**src/rtl/convolutional_encoder_pkg.sv**
```systemverilog
// Shared constants for the K=7 convolutional encoder: rate codes, generators and puncturing masks.
// Masks are only consumed when CONV_ENC_PUNCTURE_EN is defined.
package convolutional_encoder_pkg;

   typedef enum logic [1:0] {
      RATE_1_2     = 2'b00,
      RATE_2_3     = 2'b01,
      RATE_3_4     = 2'b10,
      RATE_1_2_ALT = 2'b11
   } rate_e;

   localparam int unsigned K       = 7;
   localparam logic [K-1:0] G0     = 7'o133;
   localparam logic [K-1:0] G1     = 7'o171;
   localparam int unsigned PHASE_W = 2;

   // Mask bit 1 keeps A, bit 0 keeps B
   localparam logic [1:0] KEEP_AB = 2'b11;
   localparam logic [1:0] KEEP_A  = 2'b10;
   localparam logic [1:0] KEEP_B  = 2'b01;

   localparam logic [1:0] MASK_R12 [1] = '{KEEP_AB};
   localparam logic [1:0] MASK_R23 [2] = '{KEEP_AB, KEEP_A};
   localparam logic [1:0] MASK_R34 [3] = '{KEEP_AB, KEEP_A, KEEP_B};

   function automatic logic [1:0] rate_period(input rate_e r);
      case (r)
         RATE_2_3: rate_period = 2'd2;
         RATE_3_4: rate_period = 2'd3;
         default:  rate_period = 2'd1;
      endcase
   endfunction

endpackage

```
**src/rtl/convolutional_encoder_puncturer.sv**
```systemverilog
// conv_puncturer: maps the latched rate and puncturing phase to keep-A/keep-B and the wrapped next phase.
// Instantiated by convolutional_encoder only when CONV_ENC_PUNCTURE_EN is defined.
module conv_puncturer
   import convolutional_encoder_pkg::*;
(
   input  rate_e              rate_i,
   input  logic [PHASE_W-1:0] phase_i,
   output logic               keep_a_o,
   output logic               keep_b_o,
   output logic [PHASE_W-1:0] phase_next_o
);

   logic [1:0] mask;

   always_comb begin
      mask = MASK_R12[0];
      case (rate_i)
         RATE_2_3: mask = MASK_R23[phase_i[0]];
         RATE_3_4: if (phase_i < 2'd3) mask = MASK_R34[phase_i];
         default:  mask = MASK_R12[0];
      endcase
   end

   always_comb begin
      phase_next_o = '0;
      if (int'(phase_i) + 1 < int'(rate_period(rate_i))) begin
         phase_next_o = phase_i + 1'b1;
      end
   end

   assign keep_a_o = mask[1];
   assign keep_b_o = mask[0];

endmodule

```
**src/rtl/convolutional_encoder.sv**
```systemverilog
// 802.11a K=7 rate-1/2 convolutional encoder with a 2-entry output buffer and valid/ready handshakes.
// Define CONV_ENC_PUNCTURE_EN to add rate 2/3 and 3/4 puncturing selected by Rate on Start.
module convolutional_encoder
   import convolutional_encoder_pkg::*;
(
   input  logic       Clock,
   input  logic       Reset,
   input  logic       Start,
   input  logic [1:0] Rate,
   input  logic       InBit,
   input  logic       InValid,
   output logic       InReady,
   output logic       OutBit,
   output logic       OutValid,
   input  logic       OutReady
);

   // hist_q[K-2] is d1 (newest), hist_q[0] is d6
   logic [K-2:0] hist_q, hist_d;
   logic [1:0]   buf_q, buf_d;
   logic [1:0]   cnt_q, cnt_d;
   logic [K-1:0] sr;
   logic         code_a, code_b;
   logic         keep_a, keep_b;
   logic         pop, accept;

`ifdef CONV_ENC_PUNCTURE_EN
   rate_e              rate_q, rate_d;
   logic [PHASE_W-1:0] phase_q, phase_d, phase_next;

   conv_puncturer u_punc (
      .rate_i       (rate_q),
      .phase_i      (phase_q),
      .keep_a_o     (keep_a),
      .keep_b_o     (keep_b),
      .phase_next_o (phase_next)
   );
`else
   logic unused_rate;
   assign unused_rate = ^Rate;
   assign keep_a      = 1'b1;
   assign keep_b      = 1'b1;
`endif

   assign sr       = {InBit, hist_q};
   assign code_a   = ^(sr & G0);
   assign code_b   = ^(sr & G1);
   assign OutValid = (cnt_q != 2'd0);
   assign OutBit   = OutValid & buf_q[0];
   assign pop      = OutValid & OutReady;
   assign InReady  = ~Start & ((cnt_q == 2'd0) | ((cnt_q == 2'd1) & pop));
   assign accept   = InValid & InReady;

   always_comb begin
      hist_d = hist_q;
      buf_d  = buf_q;
      cnt_d  = cnt_q;
`ifdef CONV_ENC_PUNCTURE_EN
      rate_d  = rate_q;
      phase_d = phase_q;
`endif
      if (Start) begin
         hist_d = '0;
         buf_d  = '0;
         cnt_d  = '0;
`ifdef CONV_ENC_PUNCTURE_EN
         rate_d  = rate_e'(Rate);
         phase_d = '0;
`endif
      end else begin
         if (pop) begin
            buf_d = {1'b0, buf_q[1]};
            cnt_d = cnt_q - 2'd1;
         end
         // Acceptance implies the buffer is empty after any pop, so a full overwrite is safe
         if (accept) begin
            hist_d = sr[K-1:1];
`ifdef CONV_ENC_PUNCTURE_EN
            phase_d = phase_next;
`endif
            case ({keep_a, keep_b})
               2'b11: begin buf_d = {code_b, code_a}; cnt_d = 2'd2; end
               2'b10: begin buf_d = {1'b0, code_a};   cnt_d = 2'd1; end
               2'b01: begin buf_d = {1'b0, code_b};   cnt_d = 2'd1; end
               default: ;
            endcase
         end
      end
   end

   always_ff @(posedge Clock) begin
      if (Reset) begin
         hist_q <= '0;
         buf_q  <= '0;
         cnt_q  <= '0;
`ifdef CONV_ENC_PUNCTURE_EN
         rate_q  <= RATE_1_2;
         phase_q <= '0;
`endif
      end else begin
         hist_q <= hist_d;
         buf_q  <= buf_d;
         cnt_q  <= cnt_d;
`ifdef CONV_ENC_PUNCTURE_EN
         rate_q  <= rate_d;
         phase_q <= phase_d;
`endif
      end
   end

endmodule

```
**config.mk**
```make
export PLATFORM = sky130hd
export DESIGN_NAME = convolutional_encoder
export DESIGN_NICKNAME = d
export VERILOG_FILES = /design/src/rtl/convolutional_encoder_pkg.sv /design/src/rtl/convolutional_encoder_puncturer.sv /design/src/rtl/convolutional_encoder.sv
export SDC_FILE = /design/constraint.sdc
export NUM_CORES = 1
export LEC_CHECK = 0
export BUFFER_PORTS_ARGS = -buffer_cell sky130_fd_sc_hd__clkbuf_2
export CORE_AREA = 8 8 45 47
export DETAILED_ROUTE_END_ITERATION = 7
export DIE_AREA = 0 0 53 55
export GPL_ROUTABILITY_DRIVEN = 1
export PLACE_DENSITY = 0.56
export SETUP_SLACK_MARGIN = 0.02
export SKIP_CTS_REPAIR_TIMING = 1
export SYNTH_ARGS = -nofsm -noshare
export SYNTH_HDL_FRONTEND = slang
export SYNTH_SLANG_ARGS = --single-unit
export TNS_END_PERCENT = 30
```
**constraint.sdc**
```tcl
create_clock -name Clock -period 5.1 [get_ports Clock]
set_clock_uncertainty 0.1 [all_clocks]
set_input_delay 0.765 -clock Clock [delete_from_list [all_inputs] [get_ports Clock]]
set_output_delay 0.765 -clock Clock [all_outputs]
set_load 0.05 [all_outputs]
```
# == After elaboration in Yosys (flattened, before gate mapping) ==
# Cells that the tools add are included.
# W data, S select, Z words.
# word_totals
wordCells,24
ff_bits,10
# classes
n_mux,4
eq_ne,1
addsub,1
n_reduce_logical,7
n_bitwise,7
# ops
operator,count
$reduce_xor A7 Y1,2
$mux W2,4
$and A1 B1 Y1,5
$reduce_bool A2 Y1,2
$reduce_or A3 Y1,1
$eq A2 B1 Y1 const B,1
$logic_not A2 Y1,1
$reduce_or A2 Y1,1
$sub A2 B1 Y2 const B,1
$not A1 Y1,1
$or A1 B1 Y1,1

# == Depth between registers and ports, before layout ==
# logic_depth
depth_word,7
depth_mapped,7
ltp_nobuf,6

# == Worst setup path before layout ==
# Ideal clock, no wire load.
# synth_timing
path_kind,input to output
from,in OutReady
to,out InReady
stages,2
t_required_ns,4.235
arrival_ns,1.477
path_buffers,0
path_slack_ns,2.758
cell_sequence,a21oi_1 nor2_1
# synth_between
elab_chain_len,4
# synth_rtl
element,line_no,rtl
"start, declared",convolutional_encoder.sv:15,input logic OutReady
$and A1 B1 Y1,convolutional_encoder.sv:50,assign pop = OutValid & OutReady;
$and A1 B1 Y1,convolutional_encoder.sv:51,assign InReady = ~Start & ((cnt_q == 2'd0) | ((cnt_q == 2'd1) & pop));
$or A1 B1 Y1,convolutional_encoder.sv:51,
$and A1 B1 Y1,convolutional_encoder.sv:51,
"end, declared",convolutional_encoder.sv:12,"output logic InReady,"
# No other way between the ends.

# == Worst setup path after layout ==
# layout_timing
from,reg cnt_q[0]
to,out InReady
# layout_between
elab_chain_len,5
# layout_rtl
element,line_no,rtl
"start, declared",convolutional_encoder.sv:21,"logic [1:0] cnt_q, cnt_d;"
"start signal, assigned",convolutional_encoder.sv:103,cnt_q <= cnt_d;
$reduce_bool A2 Y1,convolutional_encoder.sv:48,assign OutValid = (cnt_q != 2'd0);
$and A1 B1 Y1,convolutional_encoder.sv:50,
$and A1 B1 Y1,convolutional_encoder.sv:51,
$or A1 B1 Y1 (*),convolutional_encoder.sv:51,
$and A1 B1 Y1 (*),convolutional_encoder.sv:51,
# Every way passes the cells marked *; elsewhere a longest branch is shown, timed or not.

==> results.sh <==
export IMPL_status="completed"
export IMPL_cap_violations=0
export IMPL_synth_area_leaders="dfxtp_1 (40%), mux2i_1 (14%), nor2_1 (7.5%), xnor2_1 (5.2%), ha_1 (5.0%)"
export IMPL_worst_hold_slack_ns=0.3969
export IMPL_worst_slew_pin_slew_ns=0.3839
export IMPL_nets=77
export IMPL_dp_cells=78
export IMPL_grt_setup_unrepaired="no"
export IMPL_cts_tree="done"
export IMPL_p_total_w=0.0001512
export IMPL_criticalPathCategory="register to primary output"
export IMPL_synth_top_area_share_pct=39.80
export IMPL_fin_setup_tns_ns=0
export IMPL_ff2ff_setup_slack_ns=3.34
export IMPL_diodes=0
export IMPL_worstPathArrival_ns=1.39
export IMPL_slew_violations=0
export IMPL_clock_latency_ns=0.26
export IMPL_slowest_delay_ns=0.36
export IMPL_cp_max_fo=4
export IMPL_post_route_period_util_pct=44.23
export IMPL_synth_nets=65
export IMPL_grtUsageMet2_pct=9.375
export IMPL_startpoint_type="register"
export IMPL_htreeDepth=1
export IMPL_muxShareOfSynthArea_pct=13.93
export IMPL_postRouteWirelength_um=834
export IMPL_synth_compound_area_share_pct=7.463
export IMPL_slowest_stage="dfxtp_1"
export IMPL_grt_pass1_vias=339
export IMPL_cts_buffers=3
export IMPL_fmax_mhz=443.3
export IMPL_core_sq_um=1384
export IMPL_rows=14
export IMPL_hold_class="register to register"
export IMPL_finalNonFillerCells=81
export IMPL_synth_area_sq_um=503.0
export IMPL_ant_nets=0
export IMPL_leakage_nw=0.2299
export IMPL_clk_transition_reported_paths_ns=0.06
export IMPL_vdd_drop_max_mv=0.1448
export IMPL_die_h_um=55
export IMPL_drive_gt1_share_pct=23.08
export IMPL_clock_sinks=10
export IMPL_ys_seq_area_share_pct=39.80
export IMPL_min_period_ns=2.256
export IMPL_yosysWarnings=0
export IMPL_ys_ff_latch=10
export IMPL_required_ns=4.24
export IMPL_cp_end_kind="primary output"
export IMPL_io_buffers=8
export IMPL_critPathTopFamily="flip-flops"
export IMPL_yosysUniqueCellTypes=21
export IMPL_final_area_sq_um=581.8
export IMPL_grt_ovfl_total=0
export IMPL_avgSynthCellArea_sq_um=9.145
export IMPL_wl_per_cell_um=10.30
export IMPL_drt_pass1_iterations=4
export IMPL_grt_max_degree=14
export IMPL_hold_viol=0
export IMPL_vias=385
export IMPL_root_buffer="clkbuf_4"
export IMPL_io_pins=11
export IMPL_die_area_sq_um=2915
export IMPL_viasPerCell=4.753
export IMPL_grt_first_pass_wirelength_um=1455
export IMPL_routabilityCongestion=0.6884
export IMPL_finalSetupViolations=0
export IMPL_die_width_um=53
export IMPL_synth_simple_area_share_pct=21.64
export IMPL_start_util_pct=36.35
export IMPL_max_clock_path_buffers=2
export IMPL_synthAdderAreaFrac_pct=4.975
export IMPL_use_met1_pct=8.576
export IMPL_drtIter0Drc=2
export IMPL_synth_top_family_by_area="simple AND/OR/NAND/NOR gates"
export IMPL_use_met3_pct=2.139
export IMPL_synth_top_area_cell="dfxtp_1"
export IMPL_syn_inst=55
export IMPL_slew_headroom_pct=74.35
export IMPL_path_cells="inv_1 > ha_1 > a21oi_1 > nor2_1 > clkbuf_2"
export IMPL_drc=0
export IMPL_grt_busiest_layer="met2"
export IMPL_path_buf_inv=2
export IMPL_syn_to_final_growth_pct=15.67
export IMPL_hpwl_um=641.7
export IMPL_post_dp_cell_area_sq_um=559.3
export IMPL_power_density_nw_per_um2=259.9
export IMPL_grt_total_usage_pct=6.959
export IMPL_synth_xor_area_share_pct=6.965
export IMPL_antenna_found_initial=0
## path summary, 6_finish.rpt
check             startpoint   endpoint  depth (start not counted)
hold reg to reg    hist_q[2]  hist_q[1]                          2
setup / recovery    cnt_q[0]    InReady                          5
setup reg to reg    cnt_q[0]   buf_q[0]                          7
hold / removal     hist_q[2]  hist_q[1]                          2
## Yosys cell counts
cell type   n
mux2i_1     7
nor3b_1     2
nand3b_1    1
nor3_1      1
xnor2_1     3
xor2_1      1
nor2b_1     2
clkbuf_1    1
dfxtp_1    10
a21oi_1     2
nand3_1     2
a2111oi_2   1
o21ai_0     1
buf_4       1
ha_1        2
nand2_1     1
inv_1       4
nor2_1     10
and3_4      1
o211ai_1    1
or2_2       1
## power breakdown
part,leakage [nW],switching (W),internal [W]
clock network,0.0138,0.0000237,0.0000271
logic,0.135,0.0000127,0.00000775
registers,0.0808,0.000000655,0.0000792
total,0.230,0.0000371,0.000114
## area by class of cell
class,count,area [sq um]
Fill cell,148,802.0
Multi-Input combinational cell,39,276.5
Sequential cell,10,200.2
Timing Repair Buffer,9,47.55
Clock buffer,3,22.52
Tap cell,16,20.02
Inverter,4,15.01
## worst register-to-register path, stage by stage (launching register included)
cell	delay, ns
dfxtp_1	0.36
inv_1	0.06
ha_1	0.23
a21oi_1	0.18
nor3b_1	0.07
buf_4	0.19
and3_4	0.18
a2111oi_2	0.30
## cells by family (layout without fill, tap and decap cells)
kind of cell / after synthesis / count (layout)
compound gates: 5 / 5
xor+xnor: 4 / 4
fa+ha+maj: 2 / 2
buf+inv: 6 / 16
flops: 10 / 10
mux: 7 / 7
simple gates: 21 / 21
## per-layer routing
layer | part of all wire [%] | vias to the layer above
met5 | 0 | -
met4 | 1.2 | 0
met3 | 8.4 | 2
met2 | 40 | 9
met1 | 50 | 170
li1 | - | 204
## sequential cells by signal, summed over array words and instances (netlist names)
signal  count
cnt_q       2
buf_q       2
hist_q      6
## placed cells by master (no fill, tap or decap), types with 2 or more instances in the layout
| cell | synthesis | layout |
|---|---|---|
| nor2_1 | 10 | 10 |
| dfxtp_1 | 10 | 10 |
| ha_1 | 2 | 2 |
| clkbuf_2 | 0 | 8 |
| nor2b_1 | 2 | 2 |
| xnor2_1 | 3 | 3 |
| nand3_1 | 2 | 2 |
| mux2i_1 | 7 | 7 |
| nor3b_1 | 2 | 2 |
| clkbuf_4 | 0 | 3 |
| a21oi_1 | 2 | 2 |
| inv_1 | 4 | 4 |
## through the flow
stage / setup WS (ns) / utilization, %
detailed placement: 2.864 / 40.42
global placement: 2.842 / 40.42
global route: 2.681 / 42.04
CTS: 2.798 / 42.04
floorplan: 2.758 / -
finish: 2.844 / 42.04
Power figures use the tool's default switching activity.
